===== config.mk =====
export PLATFORM = sky130hd
export DESIGN_NAME = gnrc_stream_arb_mux
export DESIGN_NICKNAME = d
export VERILOG_FILES = /design/src/rtl/gnrc_stream_arb_mux.sv
export SDC_FILE = /design/constraint.sdc
export NUM_CORES = 1
export LEC_CHECK = 0
export BUFFER_PORTS_ARGS = -buffer_cell sky130_fd_sc_hd__buf_2
export CORE_AREA = 2 2 39 41
export CTS_CLUSTER_SIZE = 8
export DETAILED_ROUTE_END_ITERATION = 10
export DIE_AREA = 0 0 41 43
export RECOVER_POWER = 100
export SLEW_MARGIN = 25
export SYNTH_ARGS = -nofsm -noshare
export SYNTH_HDL_FRONTEND = slang
export SYNTH_SLANG_ARGS = --single-unit

===== constraint.sdc =====
create_clock -name clk_i -period 1.5 [get_ports clk_i]
set_clock_uncertainty 0.15 [all_clocks]
set_input_delay 0.075 -clock clk_i [delete_from_list [all_inputs] [get_ports clk_i]]
set_output_delay 0.075 -clock clk_i [all_outputs]
set_load 0.01 [all_outputs]

===== src/rtl/gnrc_stream_arb_mux.sv =====
// Round-robin N:1 stream merge with a registered output stage and source tagging.
// Define GNRC_STREAM_ARB_MUX_PKT_LOCK_EN to hold each grant until the packet's last beat.
module gnrc_stream_arb_mux #(
    parameter int  N     = 2,
    parameter type DTYPE = logic,
    parameter int  AW    = (N > 1) ? $clog2(N) : 1
) (
    input  logic             clk_i,
    input  logic             rst_i,
    input  DTYPE [N-1:0]     data_i,
    input  logic [N-1:0]     valid_i,
    input  logic [N-1:0]     last_i,
    output logic [N-1:0]     ready_o,
    output DTYPE             data_o,
    output logic             valid_o,
    output logic             last_o,
    output logic [AW-1:0]    src_o,
    input  logic             ready_i
);

    logic [AW-1:0] r_ptr;
    logic          r_valid;
    logic          r_last;
    logic [AW-1:0] r_src;
    DTYPE          r_data;

    logic [AW-1:0] w_arb_idx;
    logic          w_arb_hit;
    logic          w_locked;
    logic [AW-1:0] w_lock_idx;
    logic [AW-1:0] w_gidx;
    logic          w_gvalid;
    logic          w_load_ok;
    logic          w_accept;
    logic          w_last_sel;
    logic          w_ptr_adv;
    logic [AW-1:0] w_ptr_inc;

    // Descending scan so the candidate closest to r_ptr (in rotating order) wins.
    always_comb begin
        logic [AW-1:0] idx;
        idx       = '0;
        w_arb_idx = r_ptr;
        w_arb_hit = 1'b0;
        for (int k = N - 1; k >= 0; k--) begin
            idx = AW'((int'(r_ptr) + k) % N);
            if (valid_i[idx]) begin
                w_arb_hit = 1'b1;
                w_arb_idx = idx;
            end
        end
    end

    assign w_gidx     = w_locked ? w_lock_idx : w_arb_idx;
    assign w_gvalid   = (w_locked | w_arb_hit) & ~rst_i;
    assign w_load_ok  = ~r_valid | ready_i;
    assign w_last_sel = last_i[w_gidx];
    assign w_accept   = |(ready_o & valid_i);
    assign w_ptr_inc  = (w_gidx == AW'(N - 1)) ? '0 : w_gidx + AW'(1);

    generate
        for (genvar gi = 0; gi < N; gi++) begin : g_ready
            assign ready_o[gi] = w_gvalid & w_load_ok & (w_gidx == AW'(gi));
        end
    endgenerate

`ifdef GNRC_STREAM_ARB_MUX_PKT_LOCK_EN
    typedef enum logic {ST_ARB, ST_LOCKED} state_t;

    state_t        r_state;
    state_t        w_state_next;
    logic [AW-1:0] r_lidx;
    logic [AW-1:0] w_lidx_next;

    always_ff @(posedge clk_i) begin
        if (rst_i) begin
            r_state <= ST_ARB;
            r_lidx  <= '0;
        end else begin
            r_state <= w_state_next;
            r_lidx  <= w_lidx_next;
        end
    end

    always_comb begin
        w_state_next = r_state;
        w_lidx_next  = r_lidx;
        case (r_state)
            ST_ARB: begin
                if (w_accept && !w_last_sel) begin
                    w_state_next = ST_LOCKED;
                    w_lidx_next  = w_gidx;
                end
            end
            ST_LOCKED: begin
                if (w_accept && w_last_sel) begin
                    w_state_next = ST_ARB;
                end
            end
            default: w_state_next = ST_ARB;
        endcase
    end

    assign w_locked   = (r_state == ST_LOCKED);
    assign w_lock_idx = r_lidx;
    assign w_ptr_adv  = w_accept & w_last_sel;
`else
    assign w_locked   = 1'b0;
    assign w_lock_idx = '0;
    assign w_ptr_adv  = w_accept;
`endif

    always_ff @(posedge clk_i) begin
        if (rst_i) begin
            r_ptr <= '0;
        end else if (w_ptr_adv) begin
            r_ptr <= w_ptr_inc;
        end
    end

    // A pop with a simultaneous accept reloads; a pop alone only clears valid.
    always_ff @(posedge clk_i) begin
        if (rst_i) begin
            r_valid <= 1'b0;
            r_last  <= 1'b0;
            r_src   <= '0;
            r_data  <= '0;
        end else if (w_accept) begin
            r_valid <= 1'b1;
            r_last  <= w_last_sel;
            r_src   <= w_gidx;
            r_data  <= data_i[w_gidx];
        end else if (ready_i) begin
            r_valid <= 1'b0;
        end
    end

    assign data_o  = r_data;
    assign valid_o = r_valid;
    assign last_o  = r_last;
    assign src_o   = r_src;

endmodule


==> results.ini, run 1 <==
[detailed_routing]
route.vias.total=267
dr.pass1.iters=4
drc=0
dr.first_iter.drc_count=11
antenna_left=0
routed_wl_microns=600
wire_per_inst_microns=9.38
via_per_inst=4.17

[worst_setup_path]
worstSetupPathType=reg2out
arrival_ns=1.24
worstPathMaxFanout=4
start_kind=flop
required_ns=1.27
critPathCaptureType=primary output

[layout]
antenna_cells=0
fill_cells=154
drive_gt1_frac=0.500
nets=58
area_growth_syn_to_layout_pct=61.1

[global_routing]
antenna_found_initial=0
grt_start_max_net_pins=6
grt_util_all_layers=0.0802
gr-total-overflow=0
grt_pass1_vias=229
grt_pass1_wl_microns=890

[cts]
cts_made_buffers=3
clock_sinks=5
clkTransAtPathRegs_ns=0.05
cts_buffer_depth=2
htreeDepth=1
root_buffer=clkbuf_4
cts_tree=yes
clock_latency_ns=0.24

[placed_design]
pre_cts_ws_ns=0.178
port_buffers=14
place_hpwl_microns=416
routabilityCongestion=0.684

[logic_synthesis]
yosysMostFrequentCell=nor2_1
synth-seq-cells=5
synthCells=26
syn_area_sq_um=260
yosys.area.top_type=dfxtp_1
synthArstFlopShare=0
synth_ff_type=dfxtp_1
yosysSeqAreaShare=0.385
synth_cell_types=13
synth_common_cells=6 x nor2_1, 5 x dfxtp_1, 3 x inv_1
avgSynthCellArea_sq_um=10.0
yosysTopAreaCellShare=0.385
yosysWarnings=0
synth_nets=35
ys_top_cells_by_area=dfxtp_1 38%, a2111oi_4 11%, nor2_1 8.7%
synth_edf_count=0

[floorplan]
start_util=0.188
die_w_microns=41
io_pins=15
die_height_microns=43
coreArea_sq_mm=0.00138
dieArea_sq_mm=0.00176
rows=14

[timing]
max_slew.worst_pin.slew_ns=0.329
drv_slew=0
fin_crit_sh=0.977
finalHoldViolations=0
fin_ws_ns=0.0350
finalSetupViolCount=0
rsz0062_at_grt=yes
tns_ns=0
fmax_ghz=0.683
slew_headroom=0.780
min_period_ns=1.46

[pwr]
p_leak_nw=0.179
peakVddDrop_v=0.000295
p_per_area_mw_per_mm2=936

[worst_hold_path]
hold_path_class=in2reg

[run]
maxCapViolCount=0

[outcome]
status=completed

routing by layer:
metal  wire length [microns]  share of wire  vias up  track usage
met3                      66           0.11        2       0.0524
met1                     244           0.41      116       0.0865
li1                        -              -      138            -
met2                     279           0.47       11       0.0969
met5                       0              0        -            0
met4                       8          0.013        0       0.0800
repair_timing:
action | 4_1_cts | 5_1_grt
hold buffers | 3 | 0
endpoints found under the setup margin | 1 | 2
endpoints found under the hold margin | 5 | 0
gates resized for setup | 1 | 4
setup buffers | 0 | 1
pin swaps | 2 | 1
critical path, cell delays in order, from the launching register on:
cell,delay [ns]
dfxtp_2,0.31
nor2b_4,0.13
or3_4,0.35
nor2_2,0.08
buf_2,0.13
final timing paths:
path | from | to | slack, ns | cells after the start
max | valid_o | ready_o[0] | 0.04 | 4
min | last_i[0] | last_o | 0.03 | 3
max reg2reg | r_ptr | last_o | 0.22 | 3
min reg2reg | src_o | src_o | 0.33 | 2
layout by cell type (no fill, tap or decap), types with 2 or more instances in the layout:
cell type / netlist / routed
a211oi_1: 2 / 2
inv_1: 3 / 2
clkbuf_4: 0 / 3
dfxtp_1: 5 / 3
dlygate4sd3_1: 0 / 3
mux2i_1: 2 / 2
buf_2: 0 / 10
nor2_1: 6 / 5
dfxtp_2: 0 / 2
clkbuf_1: 0 / 5
cells by family after synthesis:
family | after synthesis | synth area share
simple gates | 10 | 0.221
compound gates | 5 | 0.231
flops | 5 | 0.385
buf+inv | 3 | 0.0433
mux | 2 | 0.0769
fa+ha+maj | 1 | 0.0433
final cells by class:
| class | instances | area (sq um) | area share |
|---|---|---|---|
| inverters | 3 | 11.3 | 0.0269 |
| repair buffers | 18 | 103 | 0.245 |
| clock buffers | 4 | 26.3 | 0.0627 |
| multi-input cells | 18 | 156 | 0.373 |
| well taps | 16 | 20.0 | 0.0478 |
| flip-flops and latches | 5 | 103 | 0.245 |
through the flow:
step	utilization	std cells	hold slack, ns	area, sq um	total power [mW]
2_1_floorplan	-	26	-0.0104	260	0.196
3_3_place_gp	0.253	56	0.205	350	0.227
3_5_place_dp	0.253	56	0.209	350	0.228
4_1_cts	0.297	63	0.0204	412	0.396
5_1_grt	0.303	64	0.0674	419	0.418
6_report	0.303	64	0.0285	419	0.392
power by group:
part / internal (mW) / switching (mW)
clock: 0.101 / 0.0552
sequential: 0.144 / 0.00502
combinational: 0.0429 / 0.0440
total: 0.288 / 0.104
state kept, by name (all words and copies together) (netlist names):
signal   cells
valid_o      1
r_ptr        1
data_o       1
last_o       1
src_o        1
No activity file was read; power rests on OpenSTA's default activity.
==> inputs of run 2 (changes only) <==
--- a/config.mk
+++ b/config.mk
@@ -5,9 +5,9 @@
 export SDC_FILE = /design/constraint.sdc
 export NUM_CORES = 1
 export LEC_CHECK = 0
+export ABC_AREA = 1
 export BUFFER_PORTS_ARGS = -buffer_cell sky130_fd_sc_hd__buf_2
 export CORE_AREA = 2 2 39 41
-export CTS_CLUSTER_SIZE = 8
 export DETAILED_ROUTE_END_ITERATION = 10
 export DIE_AREA = 0 0 41 43
 export RECOVER_POWER = 100
==> run 2 against run 1 <==
  * Combinational power fell by 14%
  * Synthesized cell count grew 38%
  * Total power decreased by 3.7%
  * Clock power about the same
  * Sequential power about the same
  * Critical path depth is 1 higher
==> results.ini, run 2 <==
[logic_synthesis]
synthArstFlopShare=0  ; unchanged
yosysTopAreaCellShare=0.385  ; unchanged
synth-seq-cells=5  ; unchanged
synthCells=36  ; +38%
synth_ff_type=dfxtp_1
synth_common_cells=13 x nand2_1, 5 x dfxtp_1, 4 x a21oi_1
yosys.area.top_type=dfxtp_1
synth_edf_count=0  ; unchanged
yosysSeqAreaShare=0.385  ; unchanged
syn_area_sq_um=260  ; unchanged
avgSynthCellArea_sq_um=7.23  ; -28%
yosysWarnings=0  ; unchanged
ys_top_cells_by_area=dfxtp_1 38%, nand2_1 19%, a21oi_1 7.7%
yosysMostFrequentCell=nand2_1
synth_cell_types=13  ; unchanged
synth_nets=45  ; +29%

[global_routing]
antenna_found_initial=0  ; unchanged
gr-total-overflow=0  ; unchanged
grt_util_all_layers=0.0782  ; -0.00208
grt_pass1_vias=229  ; unchanged
grt_pass1_wl_microns=897  ; +0.79%
grt_start_max_net_pins=8  ; +2

[timing]
rsz0062_at_grt=no
fin_crit_sh=0.904  ; -0.0722
max_slew.worst_pin.slew_ns=0.215  ; -0.115 ns
min_period_ns=1.36  ; -0.108 ns
slew_headroom=0.856  ; +0.0759
finalHoldViolations=0  ; unchanged
drv_slew=0  ; unchanged
fmax_ghz=0.737  ; +8.0%
finalSetupViolCount=0  ; unchanged
tns_ns=0  ; unchanged

[cts]
postCtsSetupBuffers=0  ; unchanged
clock_latency_ns=0.24  ; about the same
clkTransAtPathRegs_ns=0.04  ; about the same
cts_made_buffers=3  ; unchanged
root_buffer=clkbuf_4
clock_sinks=5  ; unchanged
htreeDepth=1  ; unchanged
cts_buffer_depth=2  ; unchanged
post_cts_resize_count=0  ; -1
cts_tree=yes

[layout]
seq_area_sq_um=100  ; -2.4%
drive_gt1_frac=0.345  ; -0.155
area_growth_syn_to_layout_pct=45.7
final_common_cell=nand2_1
multi_input_area_sq_um=145  ; -7.2%
nets=65  ; +12%
antenna_cells=0  ; unchanged
most-common-layout-cells=13 x nand2_1, 7 x clkbuf_1, 7 x buf_2
fin_cells=71  ; +11%
fill_cells=169  ; +9.7%

[worst_setup_path]
arrival_ns=1.13  ; -0.11 ns
critPathCaptureType=primary output
start_kind=flop
timing.reg2reg.setup_slack_ns=0.42  ; +0.20 ns
rr_endpoint=last_o
r2r_cells=7  ; +4
required_ns=1.27  ; about the same
crit-reg2reg-launch=r_ptr
worstSetupPathType=reg2out
worstPathMaxFanout=4  ; unchanged

[worst_hold_path]
min_to=valid_o
min-delay-start=valid_i[0]
hold_path_class=in2reg
hold_path_depth=3  ; unchanged

[pwr]
pwr-share-comb=0.198  ; -0.024
netSwitchingPower_mw=0.104  ; -0.56%
seqPwrFrac=0.389  ; +0.008
p_int_mw=0.274  ; -4.9%
swShare=0.275  ; +0.00878
peakVddDrop_v=0.000385  ; +31%
p_per_area_mw_per_mm2=996  ; +6.4%
p_leak_nw=0.182  ; +2.0%
p_clk_frac=0.413  ; +0.016

[placed_design]
port_buffers=14  ; unchanged
dp_cells=66  ; +18%
place_hpwl_microns=454  ; +9.1%
routabilityCongestion=0.647  ; -5.4%

[run]
maxCapViolCount=0  ; unchanged

[detailed_routing]
route.vias.total=271  ; +1.5%
dr.first_iter.drc_count=3  ; -8
via_per_inst=3.82  ; -8.5%
dr.pass1.iters=2  ; -2
routed_wl_microns=561  ; -6.5%
drc=0  ; unchanged
antenna_left=0  ; unchanged
wire_per_inst_microns=7.90  ; -16%

[floorplan]
die_w_microns=41  ; unchanged
dieArea_sq_mm=0.00176  ; unchanged
start_util=0.188  ; unchanged
io_pins=15  ; unchanged
coreArea_sq_mm=0.00138  ; unchanged
die_height_microns=43  ; unchanged
rows=14  ; unchanged

[outcome]
status=completed

-- run 2: cell count changes in the layout (fill, tap and decap cells not counted), moves of 3 or more --
cell	change
nand2_1	+13
buf_2	-3
nor2_1	-4
a21oi_1	+3
-- run 2: metal layers --
layer,up-vias,GRT usage,part of all wire
li1,152,-,-
met4,0,0.0600,0.027
met5,-,0,0
met1,103,0.109,0.49
met2,14,0.0875,0.36
met3,2,0.0366,0.12
-- run 2: cells by family (layout without fill, tap and decap cells) --
family / count (synthesis) / count (layout) / share of synthesized area
simple gates: 22 / 22 / 0.447
compound gates: 5 / 5 / 0.111
flops: 5 / 5 / 0.385
buf+inv: 4 / 23 / 0.0577
-- run 2: worst max-delay path by stage --
| stage | start | endpoint | slack [ns] | cells past startpoint |
|---|---|---|---|---|
| after detailed placement | r_ptr | ready_o[1] | 0.39 | 5 |
| after global placement | r_ptr | ready_o[1] | 0.41 | 5 |
| after CTS | r_ptr | ready_o[1] | 0.13 | 5 |
| after floorplan | valid_o | src_o | 0.46 | 5 |
| final | r_ptr | ready_o[1] | 0.14 | 5 |
| after global routing | r_ptr | ready_o[1] | 0.02 | 5 |
-- run 2: cell type report --
type,instances,share of cell area
flip-flops and latches,5,0.264
repair buffers,15,0.191
inverters,4,0.0396
multi-input cells,27,0.383
clock buffers,4,0.0693
well taps,16,0.0528
-- run 2: timing repair --
item                                    4_1_cts  5_1_grt
endpoints found under the setup margin        0        0
hold endpoints to repair                      5        0
hold buffers                                  1        0
-- run 2: critical path, cell delays in order, from the launching register on --
cell,delay [ns]
dfxtp_1,0.32
inv_1,0.05
nand2_1,0.12
nand2_2,0.10
nor2_4,0.15
clkbuf_2,0.15
-- run 2: stage by stage --
step	hold WS (ns)	power, mW	utilization	cell area (sq um)	setup WS, ns
2_1_floorplan	-0.00813	0.197	-	260	0.455
3_3_place_gp	0.190	0.224	0.253	350	0.410
3_5_place_dp	0.189	0.225	0.253	350	0.394
4_1_cts	0.0170	0.386	0.279	387	0.128
5_1_grt	0.0165	0.407	0.274	379	0.0192
6_report	0.00762	0.377	0.274	379	0.143
-- run 2: power groups by stage --
stage,combinational (mW),sequential (mW),clock (mW)
2_1_floorplan,0.0442,0.152,0
3_3_place_gp,0.0754,0.149,0
4_1_cts,0.0787,0.147,0.161
5_1_grt,0.0858,0.148,0.173
3_5_place_dp,0.0763,0.149,0
6_report,0.0748,0.147,0.156
==> inputs of run 3 (changes only) <==
--- a/config.mk
+++ b/config.mk
@@ -6,11 +6,13 @@
 export NUM_CORES = 1
 export LEC_CHECK = 0
 export ABC_AREA = 1
-export BUFFER_PORTS_ARGS = -buffer_cell sky130_fd_sc_hd__buf_2
+export BUFFER_PORTS_ARGS = -buffer_cell sky130_fd_sc_hd__buf_4
 export CORE_AREA = 2 2 39 41
 export DETAILED_ROUTE_END_ITERATION = 10
 export DIE_AREA = 0 0 41 43
 export RECOVER_POWER = 100
+export REMOVE_ABC_BUFFERS = 1
+export SKIP_CTS_REPAIR_TIMING = 1
 export SLEW_MARGIN = 25
 export SYNTH_ARGS = -nofsm -noshare
 export SYNTH_HDL_FRONTEND = slang
==> run 3 against run 2 <==
  * The flow now finishes with violations (hold timing)
  * Sequential share of layout area down 1.3 points
  * Critical path depth unchanged
  * Flip-flop and latch count did not move
  * Core utilization is 1.4 points higher
  * Critical endpoint unchanged
  * Largest cell class unchanged
  * Highest routed layer unchanged
==> results.ini, run 3 (synthesis gave the netlist of run 2 again) <==
[outcome]
status=complete, but fails checks
violations=hold timing

[cts]
cts_buffer_depth=2  ; unchanged
cts_made_buffers=3  ; unchanged
root_buffer=clkbuf_4
cts_tree=yes
clock_sinks=5  ; unchanged
clkTransAtPathRegs_ns=0.05  ; about the same
htreeDepth=1  ; unchanged
clock_latency_ns=0.24  ; about the same

[pwr]
p_per_area_mw_per_mm2=965  ; -3.0%
peakVddDrop_v=0.000347  ; -10%
p_leak_nw=0.189  ; +3.8%

[worst_setup_path]
cp_cell_sequence=inv_1 -> nand2_1 -> nand2_2 -> nor2_4 -> buf_4
path_buf_inv=2  ; unchanged
critPathCaptureType=primary output
cp_top_family=simple AND/OR/NAND/NOR gates
slowest_delay_ns=0.32  ; about the same
timing.reg2reg.setup_slack_ns=0.41  ; about the same
start_kind=flop
worstSetupPathType=reg2out
required_ns=1.27  ; about the same
arrival_ns=1.13  ; about the same
worstPathMaxFanout=4  ; unchanged
cpMaxStageDelayCell=dfxtp_1

[floorplan]
io_pins=15  ; unchanged
rows=14  ; unchanged
die_height_microns=43  ; unchanged
start_util=0.188  ; unchanged
coreArea_sq_mm=0.00138  ; unchanged
dieArea_sq_mm=0.00176  ; unchanged
die_w_microns=41  ; unchanged

[placed_design]
dp_cells=66  ; unchanged
routabilityCongestion=0.657  ; +1.6%
place_hpwl_microns=444  ; -2.2%
port_buffers=14  ; unchanged

[layout]
fin_cells=71  ; unchanged
antenna_cells=0  ; unchanged
final_common_cell=nand2_1
area_growth_syn_to_layout_pct=53.4
fin_util=0.288  ; +0.0145
nets=65  ; unchanged
most-common-layout-cells=13 x nand2_1, 8 x buf_4, 7 x clkbuf_1
drive_gt1_frac=0.345  ; unchanged

[global_routing]
grt_pass1_wl_microns=869  ; -3.1%
grt_start_max_net_pins=8  ; unchanged
gr-total-overflow=0  ; unchanged
grt_pass1_vias=215  ; -6.1%
antenna_found_initial=0  ; unchanged
grt_util_all_layers=0.0765  ; -0.00170

[detailed_routing]
dr.first_iter.drc_count=5  ; +2
dr.pass1.iters=4  ; +2
route.vias.total=277  ; +2.2%
drc=0  ; unchanged
wire_per_inst_microns=8.10  ; +2.5%
via_per_inst=3.90  ; +2.2%
routed_wl_microns=575  ; +2.5%
antenna_left=0  ; unchanged

[timing]
tns_ns=0  ; unchanged
rsz0062_at_grt=no
min_period_ns=1.35  ; -0.00517 ns
drv_slew=0  ; unchanged
fmax_ghz=0.740  ; +0.38%
slew_headroom=0.850  ; -0.00603
timing.hold.ws_ns=-0.00586  ; -0.0135 ns
finalSetupViolCount=0  ; unchanged
fin_crit_sh=0.901  ; -0.00345
finalHoldViolations=1  ; +1
max_slew.worst_pin.slew_ns=0.224  ; +0.00901 ns

[worst_hold_path]
hold_path_class=in2reg

[run]
maxCapViolCount=0  ; unchanged

run 3: changes by cell type in the layout (fill, tap and decap cells not counted), sizes merged:
cell	delta
clkbuf	-1
buf	+1
run 3: metal layers:
layer / GRT usage / part of all wire
met5: 0 / 0
met4: 0.0800 / 0.033
met2: 0.0813 / 0.34
met3: 0.0262 / 0.13
met1: 0.107 / 0.49
run 3: path summary, 6_finish.rpt:
check / startpoint / to / depth (start not counted)
worst max-delay path: r_ptr / ready_o[1] / 5
worst min-delay path: valid_i[0] / valid_o / 3
worst max register to register: r_ptr / last_o / 7
worst min register to register: last_o / last_o / 2
run 3: cell type report:
cell class              instances  area, sq um
multi-input cells              27          145
flip-flops and latches          5          100
inverters                       4         15.0
clock buffers                   4         26.3
well taps                      16         20.0
repair buffers                 15         92.6
fillers                       163          985
run 3: metrics by stage:
step | instance area [sq um] | hold slack (ns) | worst slack (ns) | total power, mW
2_1_floorplan | 260 | -0.00813 | 0.455 | 0.197
3_3_place_gp | 385 | 0.150 | 0.422 | 0.236
3_5_place_dp | 385 | 0.146 | 0.408 | 0.236
4_1_cts | 412 | -0.109 | 0.137 | 0.399
5_1_grt | 399 | 0.0390 | 0.0232 | 0.415
6_report | 399 | -0.00586 | 0.149 | 0.385
run 3: report_power, final:
part | switching, mW | total [mW] | leakage (nW) | internal, mW
clock network | 0.0573 | 0.158 | 0.0150 | 0.101
registers | 0.00423 | 0.147 | 0.0412 | 0.143
logic | 0.0441 | 0.0805 | 0.133 | 0.0364
total | 0.106 | 0.385 | 0.189 | 0.280
run 3: tightest hold or removal path: stages:
cell and delay [ns]:
buf_4 0.08, nor2_1 0.06, a21oi_1 0.13
